==> src/rtl/alu_sequencer.sv <==
// alu_sequencer: execute-stage sequencer for RV OP-IMM / OP instructions.
// Accepts an instruction over a valid/ready handshake and latches it. It then
// steps LOADB -> FETCHA -> EXEC, emitting register-file and ALU control
// minterms. Undefined instructions take a one-cycle TRAP instead.
// Ports:
//   clk_i, reset_i (async, active-low)
//   ir_i/ir_valid_i/ir_ready_o : instruction handshake
//   stall_i                    : freeze state and latched IR
//   state_o, done_o, trap_o    : sequencer status
//   alu_imm12_o, ra_ir2_o      : LOADB operand-B select
//   ra_ir1_o                   : FETCHA rs1 read
//   alua_rf_o, ra_ird_o, rf_alu_o, rmask_o : EXEC writeback control
//   cflag_1_o .. lts_en_o      : ALU operation minterms (EXEC only)
module alu_sequencer #(
  parameter int unsigned SHAMT_W   = 5,
  parameter bit          ENABLE_OP = 1'b1
) (
  input  logic        clk_i,
  input  logic        reset_i,
  input  logic [31:0] ir_i,
  input  logic        ir_valid_i,
  output logic        ir_ready_o,
  input  logic        stall_i,
  output logic [2:0]  state_o,
  output logic        done_o,
  output logic        trap_o,
  output logic        alu_imm12_o,
  output logic        ra_ir2_o,
  output logic        ra_ir1_o,
  output logic        alua_rf_o,
  output logic        ra_ird_o,
  output logic        rf_alu_o,
  output logic [3:0]  rmask_o,
  output logic        cflag_1_o,
  output logic        sum_en_o,
  output logic        and_en_o,
  output logic        xor_en_o,
  output logic        invB_en_o,
  output logic        lsh_en_o,
  output logic        rsh_en_o,
  output logic        ltu_en_o,
  output logic        lts_en_o
);

  typedef enum logic [2:0] {
    StIdle   = 3'd0,
    StLoadB  = 3'd1,
    StFetchA = 3'd2,
    StExec   = 3'd3,
    StTrap   = 3'd4
  } state_e;

  localparam logic [6:0]  OpcOpImm = 7'b0010011;
  localparam logic [6:0]  OpcOp    = 7'b0110011;
  // imm[11:SHAMT_W] pattern for SRAI: only ir[30] (imm bit 10) set.
  localparam logic [11:0] SraHi    = 12'(12'h400 >> SHAMT_W);

  state_e      state_q, state_d;
  logic [31:0] ir_q, ir_d;
  logic        accept;

  function automatic logic is_defined(logic [31:0] ir);
    logic [11:0] imm_hi;
    logic        ok;
    imm_hi = ir[31:20] >> SHAMT_W;
    ok     = 1'b0;
    if (ir[6:0] == OpcOpImm) begin
      if (ir[14:12] == 3'b001) begin
        ok = (imm_hi == 12'd0);
      end else if (ir[14:12] == 3'b101) begin
        ok = (imm_hi == 12'd0) || (imm_hi == SraHi);
      end else begin
        ok = 1'b1;
      end
    end else if (ENABLE_OP && (ir[6:0] == OpcOp)) begin
      ok = (ir[31:25] == 7'b0000000) ||
           ((ir[31:25] == 7'b0100000) && ((ir[14:12] == 3'b000) || (ir[14:12] == 3'b101)));
    end
    return ok;
  endfunction

  // Ready is forced low during reset so fetch never sees a spurious handshake.
  assign ir_ready_o = reset_i & ~stall_i & ((state_q == StIdle) | (state_q == StExec));
  assign accept     = ir_valid_i & ir_ready_o;

  always_comb begin
    state_d = state_q;
    ir_d    = ir_q;
    if (!stall_i) begin
      unique case (state_q)
        StIdle, StExec: begin
          if (accept) begin
            ir_d    = ir_i;
            state_d = is_defined(ir_i) ? StLoadB : StTrap;
          end else begin
            state_d = StIdle;
          end
        end
        StLoadB:  state_d = StFetchA;
        StFetchA: state_d = StExec;
        StTrap:   state_d = StIdle;
        default:  state_d = StIdle;
      endcase
    end
  end

  always_ff @(posedge clk_i or negedge reset_i) begin
    if (!reset_i) begin
      state_q <= StIdle;
      ir_q    <= 32'd0;
    end else begin
      state_q <= state_d;
      ir_q    <= ir_d;
    end
  end

  logic       is_opimm_q, is_op_q, in_exec;
  logic [8:0] alu_op;

  assign is_opimm_q = (ir_q[6:0] == OpcOpImm);
  assign is_op_q    = ENABLE_OP && (ir_q[6:0] == OpcOp);
  assign in_exec    = (state_q == StExec);

  // {cflag, sum, and, xor, invB, lsh, rsh, ltu, lts}
  always_comb begin
    alu_op = 9'b0;
    unique case (ir_q[14:12])
      3'b000: alu_op = (is_op_q && ir_q[30]) ? 9'b110010000 : 9'b010000000;
      3'b001: alu_op = 9'b000001000;
      3'b010: alu_op = 9'b100010001;
      3'b011: alu_op = 9'b100010010;
      3'b100: alu_op = 9'b000100000;
      // Bit 30 is only ever set on a defined shift-right when it encodes SRA/SRAI.
      3'b101: alu_op = ir_q[30] ? 9'b100000100 : 9'b000000100;
      3'b110: alu_op = 9'b001100000;
      3'b111: alu_op = 9'b001000000;
      default: alu_op = 9'b0;
    endcase
  end

  assign state_o     = state_q;
  assign done_o      = in_exec;
  assign trap_o      = (state_q == StTrap);
  assign alu_imm12_o = (state_q == StLoadB) & is_opimm_q;
  assign ra_ir2_o    = (state_q == StLoadB) & is_op_q;
  assign ra_ir1_o    = (state_q == StFetchA);
  assign alua_rf_o   = in_exec;
  assign ra_ird_o    = in_exec;
  assign rf_alu_o    = in_exec;
  assign rmask_o     = (in_exec && (ir_q[11:7] != 5'd0)) ? 4'b1111 : 4'b0000;
  assign {cflag_1_o, sum_en_o, and_en_o, xor_en_o, invB_en_o,
          lsh_en_o, rsh_en_o, ltu_en_o, lts_en_o} = in_exec ? alu_op : 9'b0;

  // Operand fields of the latched IR belong to the datapath, not the sequencer.
  logic unused_ir;
  assign unused_ir = ^{ir_q[31], ir_q[29:15]};

endmodule
==> config.mk <==
export PLATFORM = sky130hd
export DESIGN_NAME = alu_sequencer
export DESIGN_NICKNAME = d
export VERILOG_FILES = /design/src/rtl/alu_sequencer.sv
export SDC_FILE = /design/constraint.sdc
export NUM_CORES = 1
export LEC_CHECK = 0
export ABC_AREA = 1
export ABC_CLOCK_PERIOD_IN_PS = 1700
export CORE_ASPECT_RATIO = 0.8
export CORE_MARGIN = 1
export CORE_UTILIZATION = 31
export CTS_BUF_LIST = sky130_fd_sc_hd__clkbuf_8 sky130_fd_sc_hd__clkbuf_16
export DETAILED_ROUTE_END_ITERATION = 6
export PLACE_DENSITY = 0.66
export SLEW_MARGIN = 20
export SYNTH_ARGS = -nofsm -noshare
export SYNTH_HDL_FRONTEND = slang
export SYNTH_SLANG_ARGS = --single-unit
==> constraint.sdc <==
create_clock -name clk_i -period 1.7 [get_ports clk_i]
set_input_delay 0.51 -clock clk_i [delete_from_list [all_inputs] [get_ports clk_i]]
set_output_delay 0.51 -clock clk_i [all_outputs]
set_load 0.02 [all_outputs]
==> load_flow_metrics.sql, run 1 <==
INSERT INTO impl_metrics (metric_group, metric, value, unit) VALUES
('run_status', 'status', 'finished, violations left', ''),
('run_status', 'failing_checks', 'setup timing', ''),
('setup_path', 'crit_path_start', 'ir_q[3]', ''),
('power_and_ir_drop', 'combinational_power_share', '57.3', '%'),
('clock_tree', 'htree_num_levels', '1', ''),
('routing', 'routedWlPerCell', '10.9', 'µm'),
('sta', 'finalHoldViolations', '0', ''),
('clock_tree', 'numClockSinks', '19', ''),
('sta', 'worst_slew_pin_slew', '0.253', 'ns'),
('cells_and_area', 'layout.nets', '281', ''),
('synthesis', 'synth_fa_ha_area_share', '0', '%'),
('sta', 'layout_worst_path_cycle_share', '111', '%'),
('floorplanning', 'chipHeight', '56.4', 'µm'),
('global_route', 'global_route_wire_length_before_repair', '5000', 'µm'),
('setup_path', 'crit_path_end_kind', 'output pin', ''),
('power_and_ir_drop', 'netSwitchingFraction', '40.4', '%'),
('power_and_ir_drop', 'power-per-cell-area', '1260', 'nW/µm²'),
('clock_tree', 'worst_setup_hold_path_clk_slew', '0.07', 'ns'),
('routing', 'route.antenna.remaining_nets', '0', ''),
('sta', 'total_of_endpoints_with_negative_setup_slack_in_the_final_report', '21', ''),
('setup_path', 'cp_data_required_time', '1.19', 'ns'),
('synthesis', 'portion_of_the_post_synthesis_area_used_by_sequential_elements', '41.5', '%'),
('placement', 'gp_congestion', '0.756', ''),
('cells_and_area', 'antennaDiodeCount', '0', ''),
('clock_tree', 'clock_insertion_delay_worst_skew', '0.26', 'ns'),
('synthesis', 'synthXorXnorAreaFrac', '0', '%'),
('power_and_ir_drop', 'vdd_drop_max', '0.587', 'mV'),
('synthesis', 'postSynthAreaPerCell', '7.02', 'µm²'),
('global_route', 'globalRouteOverflowTotal', '0', ''),
('sta', 'maxClockFrequency', '0.528', 'GHz'),
('synthesis', 'synthesis.area', '1140', 'µm²'),
('power_and_ir_drop', 'power.share.sequential', '30.4', '%'),
('routing', 'routed_via_density', '4.36', ''),
('setup_path', 'critical_path.endpoint', 'cflag_1_o', ''),
('placement', 'place_area', '1800', 'µm²'),
('sta', 'slew_headroom', '83.1', '%'),
('power_and_ir_drop', 'power_frac_clock', '12.3', '%'),
('floorplanning', 'floorplan.initialDensity', '33.0', '%'),
('floorplanning', 'chipWidth', '69.9', 'µm'),
('placement', 'numPortBuffers', '50', ''),
('routing', 'pre_antenna_drt_iters', '5', ''),
('synthesis', 'synth-compound-area-share', '6.67', '%'),
('setup_path', 'r2r_start', 'state_o[2]', ''),
('global_route', 'pin_count_of_the_biggest_net_entering_global_routing', '20', ''),
('floorplanning', 'die-area', '3940', 'µm²'),
('sta', 'final_max_slew_viol_count', '0', ''),
('global_route', 'groute.usage.overall', '15.7', '%'),
('synthesis', 'synth_area_leaders', 'dfrtp_1 (42%), nand2_1 (21%), nor2_1 (7.9%)', ''),
('floorplanning', 'core_area', '3470', 'µm²'),
('sta', 'fin_worst_skew', '0.00369', 'ns'),
('clock_tree', 'ctsLongestPathBuffers', '2', ''),
('flow_run', 'drv_cap', '0', ''),
('placement', 'post-dp-hpwl', '2110', 'µm'),
('setup_path', 'crit_fanout', '2', ''),
('setup_path', 'start_kind', 'register', ''),
('floorplanning', 'ioPinCount', '61', ''),
('setup_path', 'arrival', '1.38', 'ns'),
('sta', 'worst_slack', '-0.192', 'ns'),
('power_and_ir_drop', 'p_switching', '1030', 'µW'),
('routing', 'postRouteWirelength', '3120', 'µm'),
('sta', 'rsz_0062_raised_after_global_routing', 'yes', ''),
('cells_and_area', 'layout_cells_sized_above_1', '38.5', '%'),
('clock_tree', 'cts_root_buf', 'clkbuf_8', ''),
('synthesis', 'synth.largest_area_cell', 'dfrtp_1', ''),
('sta', 'timing.final.crit_period', '1.89', 'ns'),
('synthesis', 'synth_top_family_by_area', 'simple AND/OR/NAND/NOR gates', ''),
('synthesis', 'post_synth_inst_count', '163', ''),
('clock_tree', 'tritoncts_clock_tree', 'yes', ''),
('synthesis', 'synthDominantCellAreaShare', '41.5', '%'),
('synthesis', 'synth_nets', '199', ''),
('setup_path', 'criticalPathCategory', 'register to output pin', '');
## per-layer routing
metal,track usage [%],wire length (µm),vias up,part of all wire [%]
met5,0,0,-,0
met4,4.29,27,0,0.86
met3,2.69,151,4,4.8
met2,25.5,1490,35,48
met1,21.5,1460,548,47
li1,-,-,660,-
## cell usage in the layout (no fill, tap or decap), drive strengths merged
cell and n:
a31oi 1, nand3 10, clkinv 1, nor2 24, buf 58, clkinvlp 1, o21bai 1, o21ai 8
dlygate4sd2 2, clkbuf 3, clkdlybuf4s15 1, clkdlybuf4s50 24, nor3 8, dfrtp 19, inv 19, nand2 64
## cell usage after synthesis, drive strengths merged
master and count:
a31oi 1, nand3 9, buf 9, nor2 24, dfrtp 19, nand2 64
o21bai 1, inv 20, nor3 8, o21ai 8
## how the worst min path moves through the flow
stage                          end  slack (ns)  cells past startpoint
final                      ir_q[2]        0.39                      2
after global routing       ir_q[6]        0.43                      2
after CTS                  ir_q[6]        0.40                      2
after detailed placement  ir_q[10]        0.47                      2
after global placement    ir_q[10]        0.47                      2
after floorplan            ir_q[0]        0.21                      0
## power groups by stage
stage,combinational (µW),sequential (µW),clock [µW]
2_1_floorplan,686,794,0
3_3_place_gp,1210,778,0
3_5_place_dp,1220,785,0
4_1_cts,1240,773,321
5_1_grt,1610,806,343
6_report,1470,777,314
## logic make-up after synthesis
group,count (synthesis)
AO/OA/AOI/OAI,10
buffers and inverters,29
flip-flops,19
AND/OR/NAND/NOR,105
## what timing repair did
action	4_1_cts	5_1_grt
cloned	0	1
pin swaps	3	7
endpoints found under the setup margin	25	24
buffers inserted	5	7
resized for setup	125	35
## critical path, cell delays in order, from the launching register on
cell and delay (ns):
dfrtp_1 0.39, nor3_2 0.24, nand3_1 0.12, nand2_1 0.07, nand2_1 0.06, nor2_1 0.10, buf_4 0.14
## layout make-up
cell class	instances	area, µm²	share of cell area (%)
clock buffer	3	41.3	2.03
clock inverter	1	5.00	0.246
inverter	20	81.3	4.00
multi-input combinational	116	626	30.8
sequential	19	479	23.6
tap	42	52.6	2.59
timing repair buffer	85	747	36.8
## state kept, by name, indices dropped and copies added (netlist names)
register,cells
ir_q,16
state_o,3
## per-stage QoR
step                      hold WS [ns]  instances  setup slack [ns]  utilization (%)  setup TNS, ns
after floorplan                  0.214        163           -0.0345                -         -0.163
after global placement           0.466        269            -0.694             51.9          -9.48
after detailed placement         0.466        269            -0.705             51.9          -9.62
after CTS                        0.399        278            -0.157             53.2          -1.75
after global routing             0.428        286            -0.297             58.5          -3.47
final                            0.395        286            -0.192             58.5          -2.04
Power figures use the tool's default switching activity.
==> inputs of run 2 (changes only) <==
- CAP_MARGIN: unset -> 20
==> results of run 2 <==
Same layout as run 1: the final DEF is identical, and so are final timing and power.
==> inputs of run 3 (changes only) <==
- ABC_CLOCK_PERIOD_IN_PS: 1700 -> 2350
- clock period: 1.7 -> 2.35 ns (I/O delays scaled with it)
==> run 3 against run 2 <==
The run now ends clean. Clock skew grew 0.0016 ns. Via count shrank 7.4%. First-iteration DRC count grew 39%. Total power shrank 41%. Non-clock buffer count shrank 26. Final area shrank 16%.
==> load_flow_metrics.sql, run 3 (same netlist as run 1, synthesis figures left out) <==
INSERT INTO impl_metrics (metric_group, metric, value, unit) VALUES
('cells_and_area', 'fillerInstances', '374', ''),
('setup_path', 'crit_path_start', 'state_o[2]', ''),
('clock_tree', 'cts_root_buf', 'clkbuf_8', ''),
('setup_path', 'crit_fanout', '6', ''),
('global_route', 'antenna_found_initial', '0', ''),
('sta', 'layout_worst_path_cycle_share', '97.8', '%'),
('clock_tree', 'cts_hold_repair.buffers', '0', ''),
('setup_path', 'crit_chain', 'inv_1, nand3_4, buf_4, nor3_1, clkdlybuf4s15_1', ''),
('run_status', 'status', 'finished, final reports clean', ''),
('setup_path', 'critPathMaxStageDelay', '0.39', 'ns'),
('floorplanning', 'ioPinCount', '61', ''),
('cells_and_area', 'commonest_non_fill_non_tap_cell_in_the_layout', 'nand2_1', ''),
('cells_and_area', 'layoutNonFillerInstCount', '259', ''),
('setup_path', 'worst-path-stages', '5', ''),
('worst_hold_path', 'timing.hold.worst.class', 'input port to asynchronous set/reset pin', ''),
('cells_and_area', 'layout_cells_sized_above_1', '15.7', '%'),
('floorplanning', 'die-area', '3940', 'µm²'),
('placement', 'gp_congestion', '0.739', ''),
('clock_tree', 'numClockSinks', '19', ''),
('routing', 'drt_drc_violations_left', '0', ''),
('sta', 'worst_slew_pin_slew', '0.269', 'ns'),
('global_route', 'globalRouteOverflowTotal', '0', ''),
('cells_and_area', 'register_with_the_highest_flop_count', 'ir_q', ''),
('cells_and_area', 'syn_to_final_growth', '48.7', '%'),
('global_route', 'grt_pass1_vias', '1038', ''),
('routing', 'pre_antenna_drt_iters', '4', ''),
('sta', 'post_route_hold_slack', '0.471', 'ns'),
('placement', 'numPortBuffers', '50', ''),
('routing', 'initialDrtViolationCount', '43', ''),
('setup_path', 'start_kind', 'register', ''),
('sta', 'worst_slack', '0.0510', 'ns'),
('routing', 'routedWlPerCell', '10.1', 'µm'),
('setup_path', 'arrival', '1.59', 'ns'),
('cells_and_area', 'most_used_cells_in_the_layout_excluding_fill_and_tap_cells', 'nand2_1 (63), clkdlybuf4s50_1 (28), nor2_1 (23)', ''),
('setup_path', 'crit_path_end_kind', 'output pin', ''),
('sta', 'finalHoldViolations', '0', ''),
('power_and_ir_drop', 'vdd_drop_max', '0.296', 'mV'),
('clock_tree', 'htree_num_levels', '1', ''),
('sta', 'timing.final.crit_period', '2.30', 'ns'),
('floorplanning', 'chipWidth', '69.9', 'µm'),
('clock_tree', 'worst_setup_hold_path_clk_slew', '0.08', 'ns'),
('flow_run', 'drv_cap', '0', ''),
('setup_path', 'criticalPathCategory', 'register to output pin', ''),
('setup_path', 'r2r.worst_path.cells', '7', ''),
('placement', 'post-dp-hpwl', '2030', 'µm'),
('placement', 'place_inst', '254', ''),
('clock_tree', 'cts_made_buffers', '3', ''),
('cells_and_area', 'antennaDiodeCount', '0', ''),
('sta', 'final_max_slew_viol_count', '0', ''),
('setup_path', 'cp_data_required_time', '1.64', 'ns'),
('global_route', 'pin_count_of_the_biggest_net_entering_global_routing', '20', ''),
('global_route', 'global_route_wire_length_before_repair', '4510', 'µm'),
('placement', 'preCtsSetupSlack', '-0.437', 'ns'),
('sta', 'total_of_endpoints_with_negative_setup_slack_in_the_final_report', '0', ''),
('power_and_ir_drop', 'power.leakage', '0.000926', 'µW'),
('setup_path', 'critPathTopFamily', 'buffers and inverters', ''),
('setup_path', 'cp.buffers_inverters', '3', ''),
('setup_path', 'setup.reg_to_reg.worst_slack', '0.88', 'ns'),
('floorplanning', 'core.rowCount', '19', ''),
('routing', 'postRouteWirelength', '2620', 'µm'),
('setup_path', 'r2r_start', 'state_o[2]', ''),
('routing', 'route.antenna.remaining_nets', '0', ''),
('floorplanning', 'chipHeight', '56.4', 'µm'),
('clock_tree', 'ctsLongestPathBuffers', '2', ''),
('clock_tree', 'tritoncts_clock_tree', 'yes', ''),
('global_route', 'groute.usage.overall', '14.2', '%'),
('power_and_ir_drop', 'power-per-cell-area', '883', 'nW/µm²'),
('sta', 'fin_worst_skew', '0.00526', 'ns'),
('cells_and_area', 'max_reg_flops', '16', ''),
('floorplanning', 'floorplan.initialDensity', '33.0', '%'),
('clock_tree', 'clock_insertion_delay_worst_skew', '0.26', 'ns'),
('sta', 'rsz_0062_raised_after_global_routing', 'yes', ''),
('cells_and_area', 'layout.nets', '254', ''),
('setup_path', 'crit_path_top_delay_cell', 'dfrtp_1', ''),
('routing', 'routed_via_density', '4.46', ''),
('routing', 'detailroute.via_count', '1155', ''),
('sta', 'maxClockFrequency', '0.435', 'GHz'),
('setup_path', 'critical_path.reg2reg.endpoint', 'ir_q[8]', ''),
('setup_path', 'critical_path.endpoint', 'sum_en_o', ''),
('floorplanning', 'core_area', '3470', 'µm²'),
('sta', 'slew_headroom', '82.0', '%'),
('cells_and_area', 'final_core_utilization', '49.1', '%'),
('power_and_ir_drop', 'totalPowerFinal', '1500', 'µW');
## run 3: changes by cell type in the layout (fill, tap and decap cells not counted), sizes merged, moves of 2 or more
cell / delta
clkdlybuf4s50: +4
buf: -48
dlygate4sd2: +6
clkbuf: +7
clkdlybuf4s15: +3
dlymetal6s2s: +2
## run 3: repair_timing
action                                  4_1_cts  5_1_grt
cloned                                        0        0
endpoints found under the hold margin         0        0
endpoints found under the setup margin       21       13
buffers inserted                              0        1
pin swaps                                     0        1
gates resized for setup                      25       23
## run 3: report_power, final
| group | leakage, µW | internal (µW) | total, µW | switching [µW] |
|---|---|---|---|---|
| logic | 0.000664 | 295 | 697 | 403 |
| clock network | 0.0000255 | 118 | 232 | 114 |
| registers | 0.000236 | 465 | 573 | 109 |
| total | 0.000926 | 877 | 1500 | 626 |
## run 3: metal layers
metal / share of wire, % / GRT usage [%] / vias up
li1: - / - / 602
met1: 51 / 19.6 / 506
met2: 40 / 21.4 / 42
met3: 7.5 / 3.23 / 5
met4: 1.6 / 6.00 / 0
met5: 0 / 0 / -
## run 3: worst reg2reg max path, stage by stage (launching register included)
cell and delay, ns:
dfrtp_1 0.39, inv_1 0.17, nand3_4 0.11, nand2_2 0.12, nand3_4 0.22, inv_2 0.26, nand2_1 0.09, nand2_1 0.07
## run 3: how the worst min path moves through the flow
stage                 end  slack (ns)  depth (start not counted)
3_5_place_dp      ir_q[7]        0.47                          2
3_3_place_gp     ir_q[11]        0.46                          2
5_1_grt          ir_q[11]        0.50                          2
6_report       state_o[0]        0.47                          2
4_1_cts           ir_q[7]        0.49                          2
2_1_floorplan     ir_q[0]        0.41                          0
## run 3: metrics by stage
stage	setup TNS, ns	instance area (µm²)
after detailed placement	-0.437	1680
after floorplan	0	1140
after global placement	-0.445	1680
after global routing	-0.0739	1700
after CTS	0	1710
final	0	1700
## run 3: layout make-up
| cell class | count | area [µm²] | area share, % |
|---|---|---|---|
| Tap cell | 42 | 52.6 | 3.09 |
| Timing Repair Buffer | 59 | 526 | 30.9 |
| Clock buffer | 3 | 41.3 | 2.42 |
| Inverter | 20 | 75.1 | 4.41 |
| Sequential cell | 19 | 477 | 28.0 |
| Multi-Input combinational cell | 115 | 527 | 30.9 |
| Clock inverter | 1 | 5.00 | 0.294 |
